`config.mk`:
```
export PLATFORM = sky130hd
export DESIGN_NAME = fre_gate_ctrl
export DESIGN_NICKNAME = d
export VERILOG_FILES = /design/src/rtl/fre_pkg.sv /design/src/rtl/gate_timer.sv /design/src/rtl/fre_gate_ctrl.sv
export SDC_FILE = /design/constraint.sdc
export NUM_CORES = 1
export LEC_CHECK = 0
export BUFFER_PORTS_ARGS = -buffer_cell sky130_fd_sc_hd__buf_2
export CORE_ASPECT_RATIO = 1.2
export CORE_MARGIN = 1.5
export CORE_UTILIZATION = 35
export DETAILED_ROUTE_END_ITERATION = 8
export GPL_ROUTABILITY_DRIVEN = 0
export GPL_TIMING_DRIVEN = 0
export PLACE_DENSITY = 0.56
export SLEW_MARGIN = 10
export SYNTH_ARGS = -nofsm -noshare
export SYNTH_HDL_FRONTEND = slang
export SYNTH_SLANG_ARGS = --single-unit
export TNS_END_PERCENT = 30
```
`constraint.sdc`:
```
create_clock -name clk -period 3.3 [get_ports clk]
set_clock_uncertainty 0.1 [all_clocks]
set_input_delay 0.99 -clock clk [delete_from_list [all_inputs] [get_ports clk]]
set_output_delay 0.99 -clock clk [all_outputs]
set_load 0.02 [all_outputs]
```
`src/rtl/fre_pkg.sv`:
```
// Shared constants for the frequency-counter gate sequencer: state codes,
// range codes and the range-to-gate-length mapping.
package fre_pkg;

    localparam logic [2:0] ST_IDLE   = 3'd0;
    localparam logic [2:0] ST_CLEAR  = 3'd1;
    localparam logic [2:0] ST_GATE   = 3'd2;
    localparam logic [2:0] ST_LATCH  = 3'd3;
    localparam logic [2:0] ST_ADJUST = 3'd4;

    localparam logic [1:0] RNG_1S    = 2'd0;
    localparam logic [1:0] RNG_100MS = 2'd1;
    localparam logic [1:0] RNG_10MS  = 2'd2;

    function automatic int unsigned gate_cycles(input logic [1:0] rng,
                                                input int unsigned clk_freq);
        case (rng)
            RNG_1S:    return clk_freq;
            RNG_100MS: return clk_freq / 10;
            default:   return clk_freq / 100;
        endcase
    endfunction

    // Code 3 has no gate length of its own; it behaves as the shortest range.
    function automatic logic [1:0] clamp_range(input logic [1:0] rng);
        return (rng == 2'd3) ? RNG_10MS : rng;
    endfunction

endpackage

```
`src/rtl/gate_timer.sv`:
```
// Loadable down-counter; tc is high while the count sits at zero, i.e. in the
// last cycle of a loaded interval.
module gate_timer #(
    parameter int W = 10
) (
    input  logic         clk,
    input  logic         Rst_n,
    input  logic         load,
    input  logic [W-1:0] load_val,
    output logic         tc
);

    logic [W-1:0] count;

    always_ff @(posedge clk) begin
        if (!Rst_n)
            count <= '0;
        else if (load)
            count <= load_val;
        else if (count != '0)
            count <= count - W'(1);
    end

    assign tc = (count == '0);

endmodule

```
`src/rtl/fre_gate_ctrl.sv`:
```
// Gate/clear/latch sequencer for the cascaded BCD frequency counter, with
// auto-ranging across 1 s, 100 ms and 10 ms gates.
module fre_gate_ctrl
    import fre_pkg::*;
#(
    parameter int unsigned CLK_FREQ   = 50_000_000,
    parameter int unsigned CLR_CYC    = 2,
    parameter bit          AUTO_RANGE = 1'b1
) (
    input  logic       clk,
    input  logic       Rst_n,
    input  logic       run,
    input  logic [1:0] range_init,
    input  logic       ovf_in,
    input  logic       msd_zero,
    output logic       cnt_clr_n,
    output logic       gate,
    output logic       latch,
    output logic [1:0] range,
    output logic       ovf_flag,
    output logic       busy
);

    localparam int TW = ($clog2(CLK_FREQ) > 4) ? $clog2(CLK_FREQ) : 4;

    logic [2:0]    state, state_nxt;
    logic [1:0]    range_nxt;
    logic          sticky, sticky_nxt;
    logic          msd_q;
    logic          remeasure;
    logic          latch_nxt;
    logic          tmr_load, tmr_tc;
    logic [TW-1:0] tmr_val;

    gate_timer #(.W(TW)) u_timer (
        .clk      (clk),
        .Rst_n    (Rst_n),
        .load     (tmr_load),
        .load_val (tmr_val),
        .tc       (tmr_tc)
    );

    always_comb begin
        state_nxt = state;
        range_nxt = range;
        tmr_load  = 1'b0;
        tmr_val   = '0;
        remeasure = AUTO_RANGE && sticky && (range < RNG_10MS);
        case (state)
            ST_IDLE:   if (run) state_nxt = ST_CLEAR;
            ST_CLEAR:  if (tmr_tc) state_nxt = ST_GATE;
            ST_GATE:   if (tmr_tc) state_nxt = ST_LATCH;
            ST_LATCH:  state_nxt = ST_ADJUST;
            ST_ADJUST: begin
                if (remeasure) begin
                    range_nxt = range + 2'd1;
                    state_nxt = ST_CLEAR;
                end else begin
                    if (AUTO_RANGE && !sticky && msd_q && (range != RNG_1S))
                        range_nxt = range - 2'd1;
                    state_nxt = run ? ST_CLEAR : ST_IDLE;
                end
            end
            default:   state_nxt = ST_IDLE;
        endcase

        // The timer is reloaded on entry to each timed phase.
        if (state_nxt == ST_CLEAR && state != ST_CLEAR) begin
            tmr_load = 1'b1;
            tmr_val  = TW'(CLR_CYC - 1);
        end else if (state_nxt == ST_GATE && state != ST_GATE) begin
            tmr_load = 1'b1;
            tmr_val  = TW'(gate_cycles(range, CLK_FREQ) - 1);
        end
    end

    // sticky_nxt already includes ovf_in of the final gate cycle.
    assign sticky_nxt = (state == ST_CLEAR) ? 1'b0 : (sticky | (gate & ovf_in));
    assign latch_nxt  = (state_nxt == ST_LATCH) &&
                        (!sticky_nxt || (range == RNG_10MS) || !AUTO_RANGE);

    always_ff @(posedge clk) begin
        if (!Rst_n) begin
            state     <= ST_IDLE;
            range     <= clamp_range(range_init);
            sticky    <= 1'b0;
            msd_q     <= 1'b0;
            cnt_clr_n <= 1'b1;
            gate      <= 1'b0;
            latch     <= 1'b0;
            ovf_flag  <= 1'b0;
            busy      <= 1'b0;
        end else begin
            state     <= state_nxt;
            range     <= range_nxt;
            sticky    <= sticky_nxt;
            if (state == ST_LATCH)
                msd_q <= msd_zero;
            cnt_clr_n <= (state_nxt != ST_CLEAR);
            gate      <= (state_nxt == ST_GATE);
            latch     <= latch_nxt;
            if (latch_nxt)
                ovf_flag <= sticky_nxt & ((range == RNG_10MS) || !AUTO_RANGE);
            busy      <= (state_nxt != ST_IDLE);
        end
    end

endmodule

```
# --- After elaboration in Yosys (flattened, before gate mapping) ---
# Cells that the tools add are included.
totals:
  reg_bits: 38
  inputBits: 7
  output_inout_bits: 7
op_classes:
  add_sub_neg: 4
  magnitude_cmp: 1
  eq_ne: 15
  muxes: 21
  bitwise: 3
  n_reduce_logical: 17
ops:
  columns: ["cell", "count"]
  rows:
  - ["$mux 26", 6]
  - ["$pmux 26 s2", 1]
  - ["$sub 26x1->26 const B", 2]
  - ["$logic_not 26->1", 1]
  - ["$reduce_bool 26->1", 1]
  - ["$pmux 3 s5", 1]
  - ["$eq 3x2->1 const B", 4]
  - ["$mux 2", 5]
  - ["$mux 3", 3]
  - ["$ne 3x1->1 const B", 3]
  - ["$eq 3x1->1 const B", 2]
  - ["$logic_and 1x1->1", 6]
  - ["$mux 1", 5]
  - ["$eq 2x2->1 const B", 2]
  - ["$reduce_bool 2->1", 2]
  - ["$eq 3x3->1 const B", 1]
  - ["$logic_not 3->1", 1]
  - ["$ne 3x2->1 const B", 1]
  - ["$reduce_bool 3->1", 1]
  - ["$add 2x1->2 const B", 1]
  - ["$and 1x1->1", 2]
  - ["$eq 2x1->1 const B", 1]
  - ["$logic_not 1->1", 2]
  - ["$logic_not 2->1", 1]
  - ["6 further kinds", 6]

# --- Logic depth before layout (Yosys ltp) ---
depth:
  depth_word: 12
  ltp_mapped: 9
  ltp_nobuf: 7

# --- By module ---
# Synthesis repeated with hierarchy kept, for this count alone.
hier_totals:
  hier_cells: 266
  area_unflattened_um2: 2213.4
modules_own_cells:
  columns: ["mod", "n_inst", "cells_each", "area_per_inst_um2"]
  rows:
  - ["gate_timer", 1, 189, 1526.5]
  - ["fre_gate_ctrl", 1, 77, 686.9]

# --- Least setup slack after synthesis ---
# Ideal clock, no wire load.
synth_timing:
  kind: "register to register"
  from: "register u_timer.count[0]"
  to: "register u_timer.count[12]"
  arrival_time_ns: 2.063
  setup_slack_ns: 1.003
  path_stages_with_launch: 10
  path_buffers: 2
  synth_period_minus_slack_ns: 2.297
  path_cell_list: "dfxtp_1 -> inv_1 -> ha_1 -> nor3b_1 -> and2_0 -> clkbuf_1 -> nand3_1 -> o21ai_0 -> buf_4 -> a21oi_1"
synth_via:
  elab_chain_cells: 8
  word_cells_on_any_way: 17
  classes_between: "1 x add/sub; 2 x eq/ne; 9 x mux; 5 x reduce/logical"
synth_lines:
  columns: ["element", "line", "rtl"]
  rows:
  - ["start: declaration", "gate_timer.sv:13", "logic [W-1:0] count;"]
  - ["start signal: assignment", "gate_timer.sv:19", "count <= load_val;"]
  - ["start signal: assignment", "gate_timer.sv:21", "count <= count - W'(1);"]
  - ["$logic_not 26->1", "gate_timer.sv:24", "assign tc = (count == '0);"]
  - ["$mux 3 (on tied branches)", "fre_gate_ctrl.sv:52, fre_gate_ctrl.sv:51", null]
  - ["$pmux 3 s5", "fre_gate_ctrl.sv:49", "case (state)"]
  - ["$eq 3x2->1", "fre_gate_ctrl.sv:71", "end else if (state_nxt == ST_GATE && state != ST_GATE) begin"]
  - ["$logic_and 1x1->1", "fre_gate_ctrl.sv:71", null]
  - ["$mux 26 or $mux 1 (tied branches)", "fre_gate_ctrl.sv:71", null]
  - ["$mux 26 or $mux 1 (tied branches)", "fre_gate_ctrl.sv:68", "if (state_nxt == ST_CLEAR && state != ST_CLEAR) begin"]
  - ["$mux 26 or $reduce_bool 2->1 (tied branches)", null, null]
# Parallel ways exist; a longest one is shown, timed or not. The select of a mux whose other input is x is not followed.
# A chain may end at the register's enable or synchronous reset.

# --- Worst setup path in the final report ---
# Same ends and word-level chain as after synthesis.

==> key figures <==
Clocking
  – Clock transition at path regs: roughly 80 ps
  – Buffer count from post-CTS setup fixing: 0
  – Post-cts gate resize count: 0
  – Number of clock buffers inserted by TritonCTS: 5
  – CTS tree: done
  – Bufs on Longest Clock Path: 2
  – Clock H-tree levels: 2
  – Number of hold buffers added after cts: 0
  – Root Buffer Master: clkbuf_8
  – CTS Sinks: 38
  – Worst-skew pair later-pin latency: a little under 300 ps

Routing
  – Via Count: about 1,800
  – Router iterations before antenna repair: 4
  – Final antenna-violating net count: 0
  – Post-detailed-route DRC marker count: 0
  – Aggregate routed wire length: ~5000 µm
  – Average vias per placed instance: around 5.3
  – Average detailed-routed wire length per instance: around 15 µm
  – Iter 0 DRT Violations: 108

Synth
  – Yosys reg bits: 38
  – Post-synthesis cell count: 235
  – Async set-or-reset flop fraction in the synthesized netlist: 0
  – Synth cell types: between 50 and 60
  – Number of warnings issued by yosys: 0
  – Post-synthesis area per instance: about 8.8 µm²
  – Cell area after synthesis: around 0.0021 mm²
  – Number of synthesized flops with an enable pin: 2
  – Sequential area share after synthesis: 0.378
  – Proportion of netlist area held by the largest area contributor: 0.349
  – Biggest area contributors in the synthesized netlist: dfxtp_1, xnor2_1, a21oi_1
  – Net count after synthesis: 248
  – Post-synth top flop: dfxtp_1
  – Library cell occupying the most area in the post-synthesis netlist: dfxtp_1

STA
  – Slew at the pin with the worst max-slew slack: about 1100 ps
  – Slew Limit Fails: 0
  – Number of failing hold endpoints at the final stage: 0
  – Achievable frequency: between 300 and 400 MHz
  – Total negative slack for setup checks: 0 ps
  – Max-Slew Margin vs Limit: 0.247
  – Worst Hold Margin: 401 ps
  – Final setup viols: 0
  – Shortest period the worst path allows: 2900 ps
  – RSZ-0062 raised after global routing: false
  – Fraction of the cycle the final worst path needs: 0.879

Job
  – Max_cap viols: 0

Finish
  – Post-layout net count: 268
  – Fraction of layout instances using a drive strength above 1: 0.129
  – Antenna Cells: 0
  – Area of all placed cells without fillers: around 0.0023 mm²
  – Area growth from synthesis to layout: 11.7%
  – Core utilization of the finished layout: 0.407

Run status
  – Outcome: complete, no violations

Worst setup path
  – Maximum net fanout on the critical path: 10
  – Worst setup path class: flip-flop to flip-flop
  – Setup crit start: u_timer.count[0]$_SDFFE_PN0P_
  – Required time reported for the critical path endpoint: about 3300 ps
  – Crit path arrival time: slightly below 3000 ps
  – Worst Setup End Kind: flip-flop
  – Worst r2r src: u_timer.count[0]$_SDFFE_PN0P_
  – Critical Path Start Type: flip-flop

Placement
  – Hpwl dp: 3640 µm
  – Port Buffers: 13
  – Area after DPL: 0.00223 mm²

Floorplan
  – Std-Cell Core Area: between 0.005 and 0.006 mm²
  – Starting density of the core: 0.364
  – Number of core rows: 30
  – Vertical extent of the die: 87.1 µm
  – Die Footprint: between 0.006 and 0.007 mm²
  – IO Pins: 14
  – Die Span X: ~73 µm

GRT
  – Gr ovfl total: 0
  – Global-route wire length before repair: ~8500 µm
  – Global routing usage summed across all routing layers: 0.174
  – Maximum number of pins on one net before global-route repair: 11
  – Number of antenna violations at the first check in global routing: 0
  – Via count of the first global-routing pass: about 1,700

Hold path
  – Hold crit path type: flip-flop to flip-flop
  – HP Start: msd_q$_SDFFE_PN0N_
synthesized netlist by cell type (4+ instances only):
| library cell | n |
|---|---|
| o21ai_0 | 5 |
| a21oi_1 | 21 |
| nand4_1 | 5 |
| xnor2_1 | 13 |
| nor4_1 | 7 |
| nand3b_1 | 5 |
| nor3b_1 | 4 |
| nor3_1 | 11 |
| dfxtp_1 | 36 |
| clkbuf_1 | 7 |
| ha_1 | 6 |
| o21a_1 | 7 |
| inv_1 | 6 |
| xor2_1 | 4 |
| nand2_1 | 14 |
| o211ai_1 | 4 |
| nand3_1 | 15 |
| nor2_1 | 18 |
area by class of cell:
type | count | area, µm²
inverter | 6 | 22.5
tap | 80 | 100
multi-input combinational | 183 | 1230
clock buffer | 7 | 76.3
sequential | 38 | 781
buffer | 8 | 33.8
fill | 607 | 3360
timing repair buffer | 13 | 65.1
registers in the layout, indices dropped and copies added (netlist names):
signal and count:
busy 1, cnt_clr_n 1, gate 1, latch 1, msd_q 1, ovf_flag 1
range 2, state 3, sticky 1, u_timer.count 26
logic make-up (layout without fill, tap and decap cells):
family,count (synthesis),after routing,share of synthesized area
adder cells (fa/ha/maj),6,6,0.0364
XOR/XNOR,17,17,0.0721
AO/OA/AOI/OAI,54,54,0.175
buffers and inverters,14,34,0.0273
AND/OR/NAND/NOR,103,103,0.296
multiplexers,3,3,0.0152
flip-flops,38,38,0.378
path summary, 6_finish.rpt:
check,slack [ps],endpoint,cells past startpoint
setup / recovery,400,u_timer.count[12]$_SDFFE_PN0P_,9
hold / removal,400,msd_q$_SDFFE_PN0N_,2
setup reg to reg,400,u_timer.count[12]$_SDFFE_PN0P_,9
hold reg to reg,400,msd_q$_SDFFE_PN0N_,2
worst max-delay path: stages, from the launching register on:
cell      delay, ps
dfxtp_1         340
inv_1           100
ha_1            240
nor3b_1         550
and2_0          210
clkbuf_1        300
nand3_1         320
o21ai_0         320
buf_4           230
a21oi_1          60
metrics by stage:
stage                     setup WS (ps)  instances
after global routing                134        335
final                               400        335
after floorplan                    1000        235
after global placement              381        328
after detailed placement            408        328
after CTS                           414        335
placed cells by master (no fill, tap or decap), types with 3 or more instances in the layout:
cell,count
nand3b_1,5
nor4_1,7
buf_2,13
ha_1,6
nor3_1,11
nand4_1,5
a211oi_1,3
a31oi_1,3
xor2_1,4
o211ai_1,4
nor2_1,18
dfxtp_1,36
clkbuf_1,9
inv_1,6
or3_1,3
clkbuf_8,5
o21ai_0,5
nor3b_1,4
xnor2_1,13
nand2_1,14
nand3_1,15
a21oi_1,21
o21a_1,7
layer usage:
layer  vias up  track usage  share of wire
met5         -            0              0
li1        901            -              -
met1       843        0.214           0.48
met3         8       0.0313          0.025
met2        25        0.299           0.48
met4         0       0.0635          0.015
Power is left out: the tool's default activity adds up to more than one toggle a clock period on the data nets, which glitch-free logic cannot reach.
